===== config.mk =====
export PLATFORM = sky130hd
export DESIGN_NAME = ycfg_loader
export DESIGN_NICKNAME = d
export VERILOG_FILES = /design/src/rtl/ycfg_pkg.sv /design/src/rtl/ycfg_phase_timer.sv /design/src/rtl/ycfg_loader.sv
export SDC_FILE = /design/constraint.sdc
export NUM_CORES = 1
export LEC_CHECK = 0
export ABC_AREA = 1
export CAP_MARGIN = 10
export CORE_UTILIZATION = 50
export DETAILED_ROUTE_END_ITERATION = 8
export DONT_BUFFER_PORTS = 1
export HOLD_SLACK_MARGIN = 0.08
export PLACE_DENSITY = 0.73
export SLEW_MARGIN = 10
export SYNTH_ARGS = -nofsm -noshare
export SYNTH_HDL_FRONTEND = slang
export SYNTH_SLANG_ARGS = --single-unit

===== constraint.sdc =====
create_clock -name clk -period 1.87 [get_ports clk]
set_input_delay 0.187 -clock clk [delete_from_list [all_inputs] [get_ports clk]]
set_output_delay 0.187 -clock clk [all_outputs]
set_load 0.05 [all_outputs]

===== src/rtl/ycfg_pkg.sv =====
// Shared state encoding, signal-port encodings and sizing helpers for the
// yellow-cell configuration loader.
package ycfg_pkg;

    // Loader FSM state encoding
    localparam logic [2:0] ST_IDLE  = 3'd0;
    localparam logic [2:0] ST_CLEAR = 3'd1;
    localparam logic [2:0] ST_FETCH = 3'd2;
    localparam logic [2:0] ST_SETUP = 3'd3;
    localparam logic [2:0] ST_HIGH  = 3'd4;
    localparam logic [2:0] ST_HOLD  = 3'd5;
    localparam logic [2:0] ST_DONE  = 3'd6;

    // Three-valued signal-port encodings, reserved for future port drivers
    typedef enum logic [1:0] {
        VEMPTY = 2'b00,
        V0     = 2'b10,
        V1     = 2'b11
    } vsig_e;

    // Strobe counter must hold FRAME_LEN itself: ceil(log2(FRAME_LEN+1))
    function automatic int cnt_width(input int frame_len);
        return $clog2(frame_len + 1);
    endfunction

    // Phase timer holds values 0..max_cyc-1
    function automatic int timer_width(input int max_cyc);
        return (max_cyc > 1) ? $clog2(max_cyc) : 1;
    endfunction

    function automatic int max4(input int a, input int b, input int c, input int d);
        int m;
        m = a;
        if (b > m) m = b;
        if (c > m) m = c;
        if (d > m) m = d;
        return m;
    endfunction

endpackage


===== src/rtl/ycfg_phase_timer.sv =====
// Loadable down-counter shared by the timed loader phases; 'last' is high on
// the final cycle of the loaded phase length.
module ycfg_phase_timer
    import ycfg_pkg::*;
#(
    parameter int MAX_CYC = 4
) (
    input  logic                            clk,
    input  logic                            reset,
    input  logic                            load,
    input  logic [timer_width(MAX_CYC)-1:0] load_val,
    output logic                            last
);

    localparam int W = timer_width(MAX_CYC);

    logic [W-1:0] cnt;

    always_ff @(posedge clk or posedge reset) begin
        if (reset) begin
            cnt <= '0;
        end else if (load) begin
            cnt <= load_val;
        end else if (cnt != '0) begin
            cnt <= cnt - 1'b1;
        end
    end

    assign last = (cnt == '0);

endmodule


===== src/rtl/ycfg_loader.sv =====
// Configuration shift-chain writer: streams host words onto cbitout, issues one
// confclk strobe per word and returns the word leaving the chain bottom.
module ycfg_loader
    import ycfg_pkg::*;
#(
    parameter int BLOCKWIDTH = 8,
    parameter int FRAME_LEN  = 24,
    parameter int SETUP_CYC  = 1,
    parameter int HIGH_CYC   = 2,
    parameter int HOLD_CYC   = 1,
    parameter int CLR_CYC    = 4
) (
    input  logic                  clk,
    input  logic                  reset,
    input  logic                  start,
    input  logic                  clear,
    output logic                  busy,
    output logic                  done,
    input  logic                  in_valid,
    output logic                  in_ready,
    input  logic [BLOCKWIDTH-1:0] in_data,
    output logic                  out_valid,
    input  logic                  out_ready,
    output logic [BLOCKWIDTH-1:0] out_data,
    output logic [BLOCKWIDTH-1:0] cbitout,
    input  logic [BLOCKWIDTH-1:0] cbitin,
    output logic                  confclk,
    output logic                  blk_reset
);

    localparam int CW      = cnt_width(FRAME_LEN);
    localparam int MAX_CYC = max4(SETUP_CYC, HIGH_CYC, HOLD_CYC, CLR_CYC);
    localparam int TW      = timer_width(MAX_CYC);

    localparam logic [TW-1:0] SETUP_LD  = TW'(SETUP_CYC - 1);
    localparam logic [TW-1:0] HIGH_LD   = TW'(HIGH_CYC - 1);
    localparam logic [TW-1:0] HOLD_LD   = TW'(HOLD_CYC - 1);
    localparam logic [TW-1:0] CLR_LD    = TW'(CLR_CYC - 1);
    localparam logic [CW-1:0] FRAME_END = CW'(FRAME_LEN);

    logic [2:0]    state;
    logic [2:0]    state_nx;
    logic [CW-1:0] count;
    logic [CW-1:0] count_inc;
    logic          t_load;
    logic [TW-1:0] t_val;
    logic          t_last;
    logic          in_fire;
    logic          out_fire;
    logic          sample_rb;
    logic          out_valid_nx;

    ycfg_phase_timer #(
        .MAX_CYC (MAX_CYC)
    ) u_timer (
        .clk      (clk),
        .reset    (reset),
        .load     (t_load),
        .load_val (t_val),
        .last     (t_last)
    );

    assign in_fire   = (state == ST_FETCH) && in_valid && in_ready;
    assign out_fire  = out_valid && out_ready;
    assign count_inc = count + 1'b1;
    // The bottom word is captured on the last setup cycle, before the strobe shifts it out
    assign sample_rb = (state == ST_SETUP) && t_last;

    always_comb begin
        // NOTE: every combinational output gets a default first, so no path infers a latch.
        state_nx = state;
        t_load   = 1'b0;
        t_val    = '0;
        case (state)
            ST_IDLE: begin
                if (start) begin
                    state_nx = ST_FETCH;
                end else if (clear) begin
                    state_nx = ST_CLEAR;
                    t_load   = 1'b1;
                    t_val    = CLR_LD;
                end
            end
            ST_CLEAR: if (t_last) state_nx = ST_IDLE;
            ST_FETCH: begin
                if (in_fire) begin
                    state_nx = ST_SETUP;
                    t_load   = 1'b1;
                    t_val    = SETUP_LD;
                end
            end
            ST_SETUP: begin
                if (t_last) begin
                    state_nx = ST_HIGH;
                    t_load   = 1'b1;
                    t_val    = HIGH_LD;
                end
            end
            ST_HIGH: begin
                if (t_last) begin
                    state_nx = ST_HOLD;
                    t_load   = 1'b1;
                    t_val    = HOLD_LD;
                end
            end
            ST_HOLD: begin
                if (t_last) state_nx = (count_inc == FRAME_END) ? ST_DONE : ST_FETCH;
            end
            ST_DONE:  state_nx = ST_IDLE;
            default:  state_nx = ST_IDLE;
        endcase
    end

    always_comb begin
        out_valid_nx = out_valid;
        if (sample_rb) begin
            out_valid_nx = 1'b1;
        end else if (out_fire) begin
            out_valid_nx = 1'b0;
        end
    end

    // Outputs are registered from the next state so confclk/blk_reset never glitch.
    // in_ready only rises once the readback slot is known empty, so no word is overwritten.
    always_ff @(posedge clk or posedge reset) begin
        if (reset) begin
            // NOTE: data registers are reset as well; every output must read 0 out of reset.
            state     <= ST_IDLE;
            count     <= '0;
            busy      <= 1'b0;
            done      <= 1'b0;
            in_ready  <= 1'b0;
            out_valid <= 1'b0;
            out_data  <= '0;
            cbitout   <= '0;
            confclk   <= 1'b0;
            blk_reset <= 1'b0;
        end else begin
            // NOTE: clocked state uses non-blocking assignments only.
            state     <= state_nx;
            busy      <= (state_nx != ST_IDLE);
            done      <= (state_nx == ST_DONE);
            confclk   <= (state_nx == ST_HIGH);
            blk_reset <= (state_nx == ST_CLEAR);
            in_ready  <= (state_nx == ST_FETCH) && !out_valid_nx;
            out_valid <= out_valid_nx;
            if (sample_rb) out_data <= cbitin;
            if (in_fire) cbitout <= in_data;
            if ((state == ST_IDLE) && start) begin
                count <= '0;
            end else if ((state == ST_HOLD) && t_last) begin
                count <= count_inc;
            end
        end
    end

endmodule


==> results of run 1 <==
## worst min path at each step
stage           from             end  slack (ns)  cells past startpoint
6_report       clear  u_timer.cnt[1]        0.17                      2
5_1_grt        clear  u_timer.cnt[1]        0.17                      2
4_1_cts        start        state[1]        0.16                      2
3_5_place_dp   reset     out_data[5]        0.20                      2
3_3_place_gp   reset     out_data[0]        0.18                      2
2_1_floorplan  reset       blk_reset        0.30                      1
## logic make-up (layout without fill, tap and decap cells)
logic type      Yosys count  in the layout
compound gates           12             12
xor+xnor                  1              1
fa+ha+maj                 2              2
buf+inv                  20             46
flops                    32             32
mux                       8              8
simple gates             75             75
## critical path: cells and delay by family (launching register included)
kind | cells | cell delay [ns]
buf+inv | 1 | 0.07
flops | 1 | 0.41
simple gates | 5 | 0.82
fa+ha+maj | 1 | 0.31
## through the flow
step                      instance area [sq um]  worst slack (ns)  utilization (%)  hold WS, ns  instances
after floorplan                            1500             0.446                -        0.297        150
after global placement                     1540             0.264             54.9        0.179        182
after detailed placement                   1540             0.200             54.9        0.199        182
after CTS                                  1770             0.168             62.9        0.162        207
after global routing                       1770            0.0277             62.9        0.170        207
final                                      1770             0.157             62.9        0.167        207
## layout make-up
class                           instances  area [sq um]
Clock buffer                            6          41.3
Clock inverter                          1          5.00
Fill cell                             221          1040
Inverter                               18          70.1
Multi-Input combinational cell         98           607
Sequential cell                        32           801
Tap cell                               31          38.8
Timing Repair Buffer                   21           203
## where the power goes
group	internal (W)	switching [W]
clock network	0.000138	0.000217
registers	0.000957	0.000894
logic	0.000465	0.000618
## layout by cell type, fill, tap and decap left out, drive strengths merged, types with 4 or more instances in the layout
cell type / netlist / layout
clkbuf: 0 / 6
mux2: 8 / 8
dlygate4sd3: 0 / 18
nand3: 16 / 16
nand2: 46 / 46
nor2: 9 / 9
a21oi: 4 / 4
inv: 17 / 17
o21ai: 7 / 7
dfrtp: 32 / 32
## what timing repair did
item / CTS / global route
hold buffers: 18 / 0
setup endpoints to repair: 0 / 0
hold endpoints to repair: 49 / 0
## sequential cells by signal, summed over array words and instances, names as in the netlist
name,cells
confclk,1
u_timer.cnt,2
out_data,8
state,3
done,1
out_valid,1
cbitout,8
in_ready,1
busy,1
blk_reset,1
count,5
## per-layer routing
layer / global-route usage (%) / part of all wire (%) / up-vias
li1: - / - / 536
met4: 7.50 / 1.3 / 0
met5: 0 / 0 / -
met1: 24.5 / 45 / 533
met3: 6.68 / 4.5 / 5
met2: 34.4 / 49 / 29
==> flow_metrics.tcl, run 1 <==
set metrics [dict create \
    seq_area_frac_synth_pct 53.5 \
    synth_fp_nets 174 \
    synth_common_cells "nand2_1, dfrtp_1, inv_1, nand3_1, mux2_4" \
    synth_top_area_share_pct 53.5 \
    gp_congestion 0.853 \
    ys_async_sr_fraction_pct 100 \
    cpMostUsedCell "nand3_1" \
    r2r_end "u_timer.cnt[1]" \
    num_vias 1103 \
    grt_start_max_net_pins 33 \
    synth_top_family_by_area "simple AND/OR/NAND/NOR gates" \
    leakagePower_nw 0.921 \
    finalWirelength_um 2920 \
    htreeDepth 2 \
    cts_sinks 32 \
    tns_ns 0 \
    worstPathMaxFanout 11 \
    clk_pin_slew_ns 0.09 \
    slowest_delay_ns 0.41 \
    synth_adder_area_share_pct 1.67 \
    die_width_um 56.7 \
    crit_path_end "u_timer.cnt[1]" \
    drt_iter0_drc 26 \
    hpwl_um 1940 \
    yosys.area_share.simple_pct 25.5 \
    cts_root_buffer "clkbuf_4" \
    critical_path_class "reg2reg" \
    period_minus_slack_ns 1.71 \
    holdCritPathClass "in2reg" \
    synth_most_common_cell "nand2_1" \
    fmax_ghz 0.584 \
    maxSlewHeadroom_pct 67.3 \
    diodes 0 \
    drcViolationCount 2 \
    run_status "complete, but fails checks" \
    cts_made_buffers 5 \
    synth_compound_area_share_pct 4.77 \
    critical_path.endpoint_type "flip-flop" \
    vdd_drop_max_mv 1.21 \
    synth_edf_count 0 \
    ios 44 \
    yosysTopAreaCell "dfrtp_1" \
    min_period_over_period_pct 91.6 \
    areaGrowthSynthToFinish_pct 18.0 \
    drv_slew 0 \
    synthDistinctLibCells 27 \
    viasPerCell 5.33 \
    port_buffers 0 \
    p_per_area_mw_per_mm2 1860 \
    cts_resized 0 \
    reg2reg_slack_ns 0.16 \
    ys.flop_type "dfrtp_1" \
    floorplan.core_area_sq_mm 0.00281 \
    netlist_instances 150 \
    startpoint_type "flip-flop" \
    path_cells "inv_1 -> ha_1 -> nand3_2 -> nand2_1 -> nor2_2 -> nand3_1 -> nand3_1" \
    placementRows 19 \
    first_global_vias 1075 \
    synth-seq-cells 32 \
    antenna_found_initial 0 \
    die_h_um 56.7 \
    finClkSkew_ns 0.00672 \
    reg2regPathDepth 7 \
    wl_per_cell_um 14.1 \
    synthTopCellsByArea "dfrtp_1, nand2_1, mux2_4" \
    synth_mux_area_share_pct 8.03 \
    post_cts_buffers 0 \
    ys_warn_count 0 \
    syn_area_per_cell_sq_um 9.98 \
    setup_viol 0 \
    cts_tree "yes" \
    grt_overflow 0 \
    crit_required_ns 2.08 \
    rsz0062_at_grt "false" \
    reg2reg_from "u_timer.cnt[0]" \
    die-area_sq_mm 0.00322 \
    synthXorXnorAreaFrac_pct 0.585 \
    initial_core_util_pct 53.3 \
    clockBufferDepth 2 \
    max-cap-violations 0 \
    hold_viol 0 \
    startpoint "u_timer.cnt[0]" \
    synthesis.area_sq_mm 0.00150 \
    grt_pass1_wl_um 4860 \
    ant_nets 0 \
    grt_usage_pct 20.5 \
    clkLatencyLatePin_ns 0.32 \
    fin_nets 200 \
    worst_ep_arrival_time_ns 1.92 \
    cpMaxStageDelayCell "dfrtp_1" \
    totalPowerFinal_w 0.00329 \
    drt-pass1-iter-count 6 \
    worst_pin_slew_ns 0.491 \
    drive_gt1_share_pct 19.9 \
    failed_checks "design-rule violations" \
]
(Power assumes the default switching activity.)
==> run 2, diff against run 1 <==
CTS_BUF_LIST = sky130_fd_sc_hd__clkbuf_4 sky130_fd_sc_hd__clkbuf_8   (was unset)
GPL_TIMING_DRIVEN = 0   (was unset)
==> run 2 against run 1 <==
  * The flow still finishes with violations (design-rule violations)
  * Final cell count unchanged
  * Critical path depth up 2
  * Register-to-register slack better by 0.14 ns
  * Worst setup slack better by 0.14 ns
  * Via count up 0.91%
  * Sequential share of layout area down 0.41 points
  * Critical path type unchanged
  * Largest power group unchanged
==> flow_metrics.tcl, run 2 (synthesized netlist as in run 1, its figures left out) <==
set metrics [dict create \
    tns_ns 0 \
    seqPwrFrac_pct 57.2 \
    hold_slack_ns 0.155 \
    fin_nets 199 \
    setup_viol 0 \
    cts_root_buffer "clkbuf_4" \
    critical_path.endpoint_type "flip-flop" \
    first_global_vias 1090 \
    drcViolationCount 2 \
    antenna_found_initial 0 \
    die-area_sq_mm 0.00322 \
    areaGrowthSynthToFinish_pct 19.1 \
    ant_nets 0 \
    run_status "complete, but fails checks" \
    holdCritPathClass "in2reg" \
    crit_required_ns 2.13 \
    rsz0062_at_grt "false" \
    max-cap-violations 0 \
    hold_viol 0 \
    cts_tree "yes" \
    dpl_cell_area_sq_mm 0.00154 \
    cts_sinks 32 \
    fmax_ghz 0.636 \
    leakagePower_nw 0.928 \
    period_minus_slack_ns 1.57 \
    maxSlewHeadroom_pct 56.6 \
    combinationalPowerShare_pct 29.6 \
    drt-pass1-iter-count 6 \
    cts_made_buffers 5 \
    post_cts_buffers 0 \
    p_int_w 0.00163 \
    grt_usage_pct 20.6 \
    fin_cells 207 \
    floorplan.core_area_sq_mm 0.00281 \
    viasPerCell 5.38 \
    p_per_area_mw_per_mm2 1890 \
    design_area_sq_mm 0.00178 \
    reg_top3 "cbitout: 8 flops, out_data: 8 flops, count: 5 flops" \
    worst_ep_arrival_time_ns 1.83 \
    port_buffers 0 \
    startpoint_type "flip-flop" \
    htreeDepth 2 \
    final_common_cell "nand2_1" \
    nFillCells 216 \
    drt_iter0_drc 39 \
    drive_gt1_share_pct 21.0 \
    clockBufferDepth 2 \
    placementRows 19 \
    swShare_pct 51.6 \
    drv_slew 0 \
    die_h_um 56.7 \
    diodes 0 \
    clk_pin_slew_ns 0.10 \
    grt_pass1_wl_um 4850 \
    finalWirelength_um 2990 \
    clkLatencyLatePin_ns 0.34 \
    reg2reg_slack_ns 0.30 \
    failed_checks "design-rule violations" \
    p_sw_w 0.00174 \
    num_vias 1113 \
    worst_pin_slew_ns 0.650 \
    ios 44 \
    critical_path_class "reg2reg" \
    min_period_over_period_pct 84.1 \
    initial_core_util_pct 53.3 \
    die_width_um 56.7 \
    dp_cells 181 \
    grt_start_max_net_pins 33 \
    wl_per_cell_um 14.4 \
    power_frac_clock_pct 13.1 \
    worstPathMaxFanout 7 \
    layout_common_cells "nand2_1, dfrtp_1, dlygate4sd3_1" \
    hpwl_um 1960 \
    gp_congestion 0.874 \
    grt_overflow 0 \
    finClkSkew_ns 0.0130 \
    vdd_drop_max_mv 1.27 \
]
-- run 2: repair_timing --
action                                 CTS  global route
resized for setup                        0             0
hold buffers                            18             0
endpoints found under the hold margin   49             0
-- run 2: area by class of cell --
type                       count  area, sq um  area share, %
clock buffer                   8         66.3           3.72
timing repair buffer          18          180           10.1
multi-input combinational     98          607           34.1
tap                           31         38.8           2.18
buffer                         2         18.8           1.05
sequential                    32          801           44.9
inverter                      18         70.1           3.93
-- run 2: critical path, cell delays in order (launching register included) --
cell	delay (ns)
dfrtp_1	0.40
inv_1	0.06
ha_1	0.15
buf_4	0.15
inv_1	0.12
o21ai_1	0.23
nand3_4	0.12
inv_2	0.07
nand2_2	0.06
a21oi_1	0.13
-- run 2: metal layers --
layer  track usage [%]  part of all wire, %  vias up
met4              10.0                  1.7        0
met3              8.53                  6.9        5
li1                  -                    -      531
met1              24.5                   42      538
met5                 0                    0        -
met2              32.3                   49       39
-- run 2: worst paths after layout --
path,from,depth (start not counted),end
worst max-delay path,u_timer.cnt[0],9,confclk
worst min-delay path,start,2,state[1]
worst max register to register,u_timer.cnt[0],9,confclk
worst min register to register,u_timer.cnt[1],2,u_timer.cnt[1]
max in group asynchronous,reset,2,blk_reset
min in group asynchronous,reset,2,out_data[0]
-- run 2: metrics by stage --
step | util [%] | worst slack [ns] | power [W]
final | 63.5 | 0.297 | 0.00337
after global routing | 63.5 | 0.178 | 0.00355
after CTS | 63.5 | 0.286 | 0.00337
after detailed placement | 54.7 | 0.318 | 0.00290
after global placement | 54.7 | 0.371 | 0.00285
after floorplan | - | 0.446 | 0.00271
-- run 2: power by group through the flow --
stage               combinational [W]  clock, W  sequential, W
floorplan                    0.000834         0        0.00188
global placement             0.000926         0        0.00192
detailed placement           0.000965         0        0.00193
CTS                           0.00100  0.000450        0.00192
global route                  0.00112  0.000478        0.00196
finish                       0.000999  0.000443        0.00193
==> run 3, diff against run 2 <==
ABC_AREA = 0   (was 1)
clock period = 1.6 ns   (was 1.87 ns; I/O delays follow)
==> run 3 against run 2 <==
  * The flow finishes with violations (negative setup slack)
  * Wire length shrank 5.4%
  * Fmax decreased by 7.4%
  * Cell area is 0.14% higher
  * Sequential share of layout area about the same
  * Non-clock buffer count up 10
  * Global-route usage is 1.2 points lower
  * Count of clock-buffer cells in the layout down 2
  * Critical path type unchanged
  * Largest power group unchanged
==> flow_metrics.tcl, run 3 <==
set metrics [dict create \
    run_status "complete, but fails checks" \
    failed_checks "negative setup slack" \
    synth_edf_count 0 \
    leakagePower_nw 0.816 \
    holdCritPathClass "in2reg" \
    cts_tree "yes" \
    fin_ws_ns -0.0992 \
    layout_common_cells "dfrtp_1, dlygate4sd3_1, mux2_2" \
    wl_per_cell_um 15.9 \
    period_minus_slack_ns 1.70 \
    maxSlewHeadroom_pct 57.8 \
    critical_path_buf_inv_count 3 \
    ant_nets 0 \
    path_cells "inv_1 -> ha_2 -> buf_6 -> and2_1 -> nand2_2 -> o31a_2 -> inv_2 -> or3_1" \
    synth_most_common_cell "dfrtp_1" \
    yosysTopAreaCell "dfrtp_1" \
    first_global_vias 972 \
    finClkSkew_ns 0.00690 \
    viasPerCell 5.38 \
    num_vias 958 \
    netlist_instances 117 \
    die_h_um 55.2 \
    clkLatencyLatePin_ns 0.32 \
    finalWirelength_um 2820 \
    synthTopCellsByArea "dfrtp_1, mux2_2, nand2_1" \
    rsz0062_at_grt "true" \
    fin_cells 178 \
    clockBufferDepth 2 \
    clk_pin_slew_ns 0.09 \
    htreeDepth 2 \
    grt_overflow 0 \
    port_buffers 0 \
    critical_path_class "reg2reg" \
    critical_path.endpoint_type "flip-flop" \
    dpl_cell_area_sq_mm 0.00147 \
    fin_nets 172 \
    synthDistinctLibCells 35 \
    gp_congestion 0.725 \
    worstPathMaxFanout 7 \
    floorplan.core_area_sq_mm 0.00257 \
    synth_fp_nets 141 \
    ys_warn_count 0 \
    worst_ep_arrival_time_ns 1.91 \
    setup_viol 1 \
    max-cap-violations 0 \
    cpMaxStageDelayCell "or3_1" \
    grt_pass1_wl_um 4530 \
    regArea_sq_um 802 \
    grt_usage_pct 19.5 \
    worst_pin_slew_ns 0.632 \
    cts_root_buffer "clkbuf_4" \
    nFillCells 198 \
    synthesis.area_sq_mm 0.00142 \
    drive_gt1_share_pct 35.1 \
    drv_slew 0 \
    hold_slack_ns 0.0964 \
    ys_async_sr_fraction_pct 100 \
    die_width_um 55.2 \
    drt_iter0_drc 19 \
    crit_required_ns 1.81 \
    design_area_sq_mm 0.00178 \
    fmax_ghz 0.589 \
    startpoint_type "flip-flop" \
    syn_area_per_cell_sq_um 12.1 \
    synth-seq-cells 32 \
    vdd_drop_max_mv 1.97 \
    p_per_area_mw_per_mm2 2270 \
    multiInputGateArea_sq_um 587 \
    cts_made_buffers 5 \
    reg_top3 "cbitout: 8 flops, out_data: 8 flops, count: 5 flops" \
    ys.flop_type "dfrtp_1" \
    synth_top_area_share_pct 56.5 \
    dp_cells 147 \
    final_core_util_pct 69.5 \
    areaGrowthSynthToFinish_pct 26.0 \
    slowest_delay_ns 0.36 \
    placementRows 18 \
    initial_core_util_pct 55.2 \
    die-area_sq_mm 0.00305 \
    cts_sinks 32 \
    critPathTopFamily "simple AND/OR/NAND/NOR gates" \
    antenna_found_initial 0 \
    diodes 0 \
    ios 44 \
    final_common_cell "dfrtp_1" \
    hold_viol 0 \
    hpwl_um 1710 \
    grt_start_max_net_pins 33 \
    min_period_over_period_pct 106 \
    synth_common_cells "dfrtp_1, mux2_2, nand2_1" \
    drcViolationCount 0 \
    seq_area_frac_synth_pct 56.5 \
    drt-pass1-iter-count 4 \
]
[run 3: changes by cell type after synthesis, moves of 3 or more]
cell and change:
inv_2 -3, nand2_1 -34, inv_1 -6, mux2_4 -8, nand3_1 -10, nor2_4 -3, mux2_2 +17, nand3_2 -3
[run 3: worst reg2reg max path: stages, from the launching register on]
cell     delay (ns)
dfrtp_1        0.35
inv_1          0.05
ha_2           0.18
buf_6          0.13
and2_1         0.17
nand2_2        0.10
o31a_2         0.20
inv_2          0.06
or3_1          0.36
[run 3: layout make-up]
class                      count  share of cell area [%]
buffer                         6                    3.02
clock inverter                 1                   0.281
multi-input combinational     72                    32.9
inverter                       7                    1.47
clock buffer                   6                    2.52
sequential                    32                    45.0
tap                           30                    2.10
timing repair buffer          24                    12.8
[run 3: per-stage QoR]
| stage | setup TNS [ns] | setup slack (ns) | total power (W) |
|---|---|---|---|
| floorplan | 0 | 0.00551 | 0.00315 |
| global placement | -1.34 | -0.0931 | 0.00331 |
| detailed placement | -2.20 | -0.153 | 0.00338 |
| CTS | -0.170 | -0.127 | 0.00394 |
| global route | -1.35 | -0.202 | 0.00426 |
| finish | -0.0992 | -0.0992 | 0.00405 |
[run 3: worst paths after layout]
path	from	endpoint	slack (ns)	cells after the start
max	u_timer.cnt[0]	busy	-0.1	8
min	start	state[1]	0.1	2
max reg2reg	u_timer.cnt[0]	busy	-0.1	8
min reg2reg	count[1]	count[1]	0.57	1
max in group asynchronous	reset	in_ready	0.77	2
min in group asynchronous	reset	out_data[3]	0.39	2
[run 3: timing repair]
| action | in CTS | in global routing |
|---|---|---|
| hold buffers | 19 | 0 |
| setup endpoints to repair | 19 | 25 |
| resized for setup | 6 | 8 |
| endpoints found under the hold margin | 52 | 0 |
| setup buffers | 3 | 2 |
| pin swaps | 1 | 3 |
[run 3: logic make-up after synthesis]
family / synth area share, %
buffers and inverters: 4.77
AND/OR/NAND/NOR: 13.4
XOR/XNOR: 2.47
AO/OA/AOI/OAI: 7.51
adder cells (fa/ha/maj): 1.77
flip-flops: 56.5
multiplexers: 13.5
[run 3: routing by layer]
metal / wire length [um] / part of all wire [%] / GRT usage [%] / up-vias
met5: 0 / 0 / 0 / -
met4: 42 / 1.5 / 8.57 / 0
met3: 165 / 5.8 / 6.09 / 5
met2: 1440 / 51 / 31.7 / 33
met1: 1180 / 42 / 23.8 / 464
li1: - / - / - / 456
[run 3: report_power, final]
part | internal [W] | switching, W | total (W)
clock | 0.000179 | 0.000245 | 0.000424
sequential | 0.00114 | 0.00114 | 0.00229
combinational | 0.000690 | 0.000644 | 0.00133
total | 0.00201 | 0.00203 | 0.00405
